**config.mk**
```make
export PLATFORM = sky130hd
export DESIGN_NAME = psum_accumulator
export DESIGN_NICKNAME = d
export VERILOG_FILES = /design/src/rtl/psum_accumulator_pkg.sv /design/src/rtl/psum_lane_alu.sv /design/src/rtl/psum_accumulator.sv
export SDC_FILE = /design/constraint.sdc
export NUM_CORES = 2
export LEC_CHECK = 0
export BUFFER_PORTS_ARGS = -buffer_cell sky130_fd_sc_hd__buf_2
export CAP_MARGIN = 20
export CORE_MARGIN = 1.5
export CORE_UTILIZATION = 55
export DETAILED_ROUTE_END_ITERATION = 10
export PLACE_DENSITY = 0.72
export SLEW_MARGIN = 40
export SYNTH_ARGS = -nofsm -noshare
export SYNTH_HDL_FRONTEND = slang
export SYNTH_SLANG_ARGS = --single-unit
```
**constraint.sdc**
```tcl
create_clock -name clk -period 19.8 [get_ports clk]
set_input_delay 1.98 -clock clk [delete_from_list [all_inputs] [get_ports clk]]
set_output_delay 1.98 -clock clk [all_outputs]
set_load 0.05 [all_outputs]
```
**src/rtl/psum_accumulator_pkg.sv**
```systemverilog
// ---------------------------------------------------------------------------
// psum_accumulator_pkg
// Shared definitions for the partial-sum accumulator:
//   - state_e   : controller state encoding (IDLE, ACCUM, DRAIN)
//   - DEF_*     : default geometry used by the top and the lane ALU
//   - laneLo()  : low bit index of a lane inside a packed lane bus
// Optional build macro: PSUM_ACC_SATURATE_EN (selects saturating lane adds
// in psum_lane_alu; wrap-around arithmetic when undefined).
// ---------------------------------------------------------------------------
package psum_accumulator_pkg;

  typedef enum logic [1:0] {
    IDLE  = 2'd0,
    ACCUM = 2'd1,
    DRAIN = 2'd2
  } state_e;

  localparam int DEF_COL     = 8;
  localparam int DEF_PSUM_BW = 16;
  localparam int DEF_DEPTH   = 16;
  localparam int DEF_PASS_BW = 4;

  // Lane i of a packed bus occupies [bw*(i+1)-1 : bw*i]
  function automatic int laneLo(input int lane, input int bw);
    return lane * bw;
  endfunction

endpackage

```
**src/rtl/psum_lane_alu.sv**
```systemverilog
// ---------------------------------------------------------------------------
// psum_lane_alu
// Combinational per-lane datapath of the accumulator.
//   acc_i     : current buffer entry for this lane (signed)
//   addend_i  : incoming partial sum for this lane (signed)
//   sum_o     : acc_i + addend_i, wrapped or saturated
//   drain_i   : buffer entry being drained
//   relu_en_i : clamp negative drain values to zero
//   drain_o   : drain_i after optional ReLU
// Macro PSUM_ACC_SATURATE_EN: when defined, sum_o saturates to the signed
// range of psum_bw; otherwise it wraps modulo 2^psum_bw.
// ---------------------------------------------------------------------------
module psum_lane_alu
  import psum_accumulator_pkg::*;
#(
  parameter int psum_bw = DEF_PSUM_BW
) (
  input  logic signed [psum_bw-1:0] acc_i,
  input  logic signed [psum_bw-1:0] addend_i,
  input  logic signed [psum_bw-1:0] drain_i,
  input  logic                      relu_en_i,
  output logic signed [psum_bw-1:0] sum_o,
  output logic signed [psum_bw-1:0] drain_o
);

`ifdef PSUM_ACC_SATURATE_EN
  logic signed [psum_bw:0] wideSum;

  // One extra bit exposes overflow: the top two bits disagree exactly when
  // the true sum is outside the lane range, and the top bit gives the sign.
  always_comb begin
    wideSum = {acc_i[psum_bw-1], acc_i} + {addend_i[psum_bw-1], addend_i};
    if (wideSum[psum_bw] != wideSum[psum_bw-1]) begin
      sum_o = wideSum[psum_bw] ? {1'b1, {(psum_bw-1){1'b0}}}
                               : {1'b0, {(psum_bw-1){1'b1}}};
    end else begin
      sum_o = wideSum[psum_bw-1:0];
    end
  end
`else
  always_comb begin
    sum_o = acc_i + addend_i;
  end
`endif

  always_comb begin
    drain_o = (relu_en_i && drain_i[psum_bw-1]) ? '0 : drain_i;
  end

endmodule

```
**src/rtl/psum_accumulator.sv**
```systemverilog
// ---------------------------------------------------------------------------
// psum_accumulator
// Accumulates col-lane signed partial sums over num_pass kernel passes into a
// depth-entry buffer (one entry per output pixel), then drains the buffer
// with optional ReLU under a valid/ready handshake.
// Ports:
//   clk, reset       : clock, asynchronous active-high reset
//   start            : job start pulse, honoured only in IDLE
//   num_pass         : pass count (0 treated as 1), latched on start
//   en_relu          : ReLU on drain, latched on start
//   in_data/in_valid : input beat (lane i at [psum_bw*(i+1)-1 : psum_bw*i])
//   in_ready         : high while accumulating
//   out_data/out_valid/out_ready : registered drain stream
//   busy             : job in progress
//   done             : one-cycle pulse after the final drain beat
// Macro PSUM_ACC_SATURATE_EN: saturating lane additions (see psum_lane_alu).
// ---------------------------------------------------------------------------
module psum_accumulator
  import psum_accumulator_pkg::*;
#(
  parameter int col     = DEF_COL,
  parameter int psum_bw = DEF_PSUM_BW,
  parameter int depth   = DEF_DEPTH,
  parameter int pass_bw = DEF_PASS_BW
) (
  input  logic                     clk,
  input  logic                     reset,
  input  logic                     start,
  input  logic [pass_bw-1:0]       num_pass,
  input  logic                     en_relu,
  input  logic [psum_bw*col-1:0]   in_data,
  input  logic                     in_valid,
  output logic                     in_ready,
  output logic [psum_bw*col-1:0]   out_data,
  output logic                     out_valid,
  input  logic                     out_ready,
  output logic                     busy,
  output logic                     done
);

  localparam int             W         = psum_bw * col;
  localparam int             AW        = (depth > 1) ? $clog2(depth) : 1;
  localparam logic [AW-1:0]  LAST_ADDR = AW'(depth - 1);

  state_e              state_q;
  logic [AW-1:0]       addr_q;
  logic [pass_bw-1:0]  pass_q;
  logic [pass_bw-1:0]  lastPass_q;
  logic                relu_q;
  logic [W-1:0]        outData_q;
  logic                outValid_q;
  logic                done_q;

  logic [W-1:0]        mem [depth];

  logic                beat;
  logic                drainFire;
  logic [AW-1:0]       rdAddr_d;
  logic [W-1:0]        accSum;
  logic [W-1:0]        drainVal;

  assign beat      = (state_q == ACCUM) && in_valid;
  assign drainFire = (state_q == DRAIN) && outValid_q && out_ready;

  // Read one entry ahead on a handshake so the next beat is registered on
  // the same edge, keeping out_valid high back-to-back.
  assign rdAddr_d  = drainFire ? addr_q + AW'(1) : addr_q;

  genvar g;
  generate
    for (g = 0; g < col; g++) begin : gLane
      localparam int LO = laneLo(g, psum_bw);
      psum_lane_alu #(
        .psum_bw(psum_bw)
      ) uAlu (
        .acc_i    (mem[addr_q][LO +: psum_bw]),
        .addend_i (in_data[LO +: psum_bw]),
        .drain_i  (mem[rdAddr_d][LO +: psum_bw]),
        .relu_en_i(relu_q),
        .sum_o    (accSum[LO +: psum_bw]),
        .drain_o  (drainVal[LO +: psum_bw])
      );
    end
  endgenerate

  // Buffer is intentionally not reset: pass 0 of every job overwrites it.
  always_ff @(posedge clk) begin
    if (beat) begin
      mem[addr_q] <= (pass_q == '0) ? in_data : accSum;
    end
  end

  // Controller: job setup, input addressing/pass counting, drain stream.
  always_ff @(posedge clk or posedge reset) begin
    if (reset) begin
      state_q    <= IDLE;
      addr_q     <= '0;
      pass_q     <= '0;
      lastPass_q <= '0;
      relu_q     <= 1'b0;
      outData_q  <= '0;
      outValid_q <= 1'b0;
      done_q     <= 1'b0;
    end else begin
      done_q <= 1'b0;
      case (state_q)
        IDLE: begin
          if (start) begin
            state_q    <= ACCUM;
            addr_q     <= '0;
            pass_q     <= '0;
            lastPass_q <= (num_pass == '0) ? '0 : num_pass - pass_bw'(1);
            relu_q     <= en_relu;
          end
        end
        ACCUM: begin
          if (in_valid) begin
            if (addr_q == LAST_ADDR) begin
              addr_q <= '0;
              if (pass_q == lastPass_q) begin
                state_q <= DRAIN;
              end else begin
                pass_q <= pass_q + pass_bw'(1);
              end
            end else begin
              addr_q <= addr_q + AW'(1);
            end
          end
        end
        DRAIN: begin
          if (!outValid_q) begin
            outData_q  <= drainVal;
            outValid_q <= 1'b1;
          end else if (out_ready) begin
            if (addr_q == LAST_ADDR) begin
              outValid_q <= 1'b0;
              done_q     <= 1'b1;
              addr_q     <= '0;
              state_q    <= IDLE;
            end else begin
              addr_q    <= addr_q + AW'(1);
              outData_q <= drainVal;
            end
          end
        end
        default: begin
          state_q <= IDLE;
        end
      endcase
    end
  end

  assign in_ready  = (state_q == ACCUM);
  assign busy      = (state_q != IDLE);
  assign out_data  = outData_q;
  assign out_valid = outValid_q;
  assign done      = done_q;

endmodule
```
==> results_dict.tcl <==
set metrics [dict create \
    status "finished clean" \
    synth_top_area_cell "edfxtp_1" \
    worst-r2r-cell-count 14 \
    worstReg2RegStart "addr_q[0]" \
    critical_path_class "reg -> reg" \
    cts_buffer_depth 3 \
    dr.first_iter.drc_count 9805 \
    fillers 12736 \
    finalHoldViolations 0 \
    power_density_nw_per_um2 178 \
    core_um2 183000 \
    ioPinCount 270 \
    worstHoldPathCells 2 \
    clk_pin_slew_ps 60 \
    critPathArrivalTime_ps 7510 \
    multi_input_area_um2 34900 \
    irDropWorstVdd_mv 0.192 \
    hpwl_um 166000 \
    netlist.area_leader.share_pct 60.4 \
    yosysWarningCount 0 \
    ctsHoldBuffers 0 \
    via_per_inst 7.49 \
    grt_max_degree 152 \
    dr.pass1.iters 8 \
    layout-drive-gt1-share_pct 26.1 \
    min_period_over_period_pct 34.9 \
    avgSynthCellArea_um2 16.7 \
    hold_path.class "reg -> reg" \
    ys.flop_type "edfxtp_1" \
    synth-edff-count 2048 \
    synth_area_um2 102000 \
    period_minus_slack_ps 6910 \
    initial_core_util_pct 55.5 \
    area_delta_synth_final_pct 12.6 \
    ys_ff_latch 2193 \
    min_to "out_data[43]" \
    maxCapViolations 0 \
    die_x_um 433 \
    clock_latency_ps 900 \
    async_flop_share_pct 6.61 \
    fin_hold_ws_ps 476 \
    syn-num-nets 6380 \
    antenna_found_initial 36 \
    groute.usage.overall_pct 32.9 \
    post_cts_resized 0 \
    synth.area.top_cells "edfxtp_1 (60%), mux4_2 (16%), o22ai_1 (5.0%)" \
    fin_worst_skew_ps 56.9 \
    cts_buffers 217 \
    slew_headroom_pct 33.3 \
    post-route-drc-count 0 \
    setup_violations 0 \
    setup-tns-final_ps 0 \
    die_h_um 433 \
    gp_congestion 0.836 \
    rsz0062_at_grt "no" \
    vias 67089 \
    portBuffers 269 \
    ys_seq_area_share_pct 64.0 \
    wl_per_cell_um 34.6 \
    p_leak_nw 37.0 \
    grt_first_pass_wirelength_um 450000 \
    ant_nets 0 \
    worstMarginPinSlew_ps 1000 \
    nets 6552 \
    ys_types 69 \
    maxSlewViolCount 0 \
    grt_pass1_vias 66836 \
    cp_max_fo 88 \
    min-delay-start "out_data[43]" \
    end_kind "register" \
    grt_overflow 0 \
    fp-row-count 157 \
    start_kind "register" \
    root_buffer "clkbuf_16" \
    cts_tree "built" \
    fmax_mhz 145 \
    critPathRequiredTime_ps 20400 \
    dieArea_um2 188000 \
    cts_max_level 4 \
    drt-total-wl_um 310000 \
    layout.area.seq_um2 65100 \
    cts_setup_buffers 0 \
    syn_inst 6103 \
    final_common_cell "edfxtp_1" \
    r2r_slack_ps 12890 \
    clock_sinks 2193 \
    final_cell_mix "edfxtp_1 (2048), o22ai_1 (808), mux4_2 (729)" \
    reg2reg_to "mem[5][15]" \
]
-- power by group --
part	total [mW]	internal [mW]	switching (mW)
logic	9.12	3.24	5.88
clock network	4.35	2.50	1.84
registers	6.92	6.67	0.247
-- cell usage after synthesis, types with 33 or more instances --
cell      instances
edfxtp_1       2048
o22ai_1         808
mux4_2          729
clkbuf_1        237
nand2_1         232
buf_2           164
nor2_1          157
a21oi_1         152
or3_1           148
o311ai_0        147
dfrtp_1         145
ha_1            131
nor3_1          130
a32o_1          106
o21ai_0          73
xor2_1           65
buf_1            63
o311ai_1         62
inv_1            58
xnor2_1          48
nand3_1          39
a21o_1           33
-- sequential cells by signal, indices dropped and copies added, names as in the netlist --
| signal | cells |
|---|---|
| out_data | 128 |
| done | 1 |
| state_q | 2 |
| relu_q | 1 |
| lastPass_q | 4 |
| out_valid | 1 |
| addr_q | 4 |
| pass_q | 4 |
| mem | 2048 |
-- worst max-delay path by stage --
stage                             end  depth (start not counted)       from
after global routing       mem[5][15]                         14  addr_q[0]
after global placement    mem[10][15]                         13  addr_q[0]
after floorplan             mem[3][0]                          2   in_valid
after CTS                 mem[12][15]                         13  addr_q[0]
after detailed placement  mem[12][15]                         13  addr_q[0]
final                      mem[5][15]                         14  addr_q[0]
-- through the flow --
stage / instance area [um2] / cells / total power [mW] / utilization [%] / setup slack (ps)
3_3_place_gp: 105000 / 8476 / 15.4 / 57.5 / 12320
3_5_place_dp: 107000 / 8514 / 15.9 / 58.2 / 12600
6_report: 115000 / 8959 / 20.4 / 62.5 / 12890
5_1_grt: 115000 / 8956 / 21.2 / 62.5 / 12400
4_1_cts: 114000 / 8929 / 20.2 / 62.3 / 12570
2_1_floorplan: 102000 / 6103 / 13.1 / - / 4740
-- layer usage --
metal  wire, um  part of all wire [%]  global-route usage, %
met1     108000                    35                   44.6
met2     144000                    47                   50.7
met3      40300                    13                   6.82
met4      16900                   5.5                   17.2
met5         28                0.0090                      0
-- worst max-delay path, stage by stage (launching register included) --
cell,delay (ps)
dfrtp_4,610
buf_12,290
buf_12,620
buf_4,710
mux4_2,590
mux4_2,500
ha_1,310
a211o_1,310
a2111oi_0,650
o31ai_1,290
o211ai_1,290
a211oi_1,110
or4_1,490
o211ai_1,180
xor2_2,490
-- kinds of logic (layout without fill, tap and decap cells) --
logic type | Yosys count | after routing | synth area share, %
mux | 754 | 754 | 16.4
buf+inv | 551 | 919 | 2.41
simple gates | 785 | 785 | 3.71
fa+ha+maj | 139 | 139 | 1.77
compound gates | 1568 | 1568 | 10.8
other cells | 0 | 24 | 0
xor+xnor | 113 | 113 | 0.972
flops | 2193 | 2193 | 64.0
-- cell type report --
cell class,count,area share [%]
flip-flops and latches,2193,56.8
clock inverters,128,1.46
clock buffers,287,5.17
diodes,24,0.0524
inverters,59,0.200
repair buffers,445,3.21
multi-input cells,3359,30.4
well taps,2464,2.69
Power figures use the tool's default switching activity.
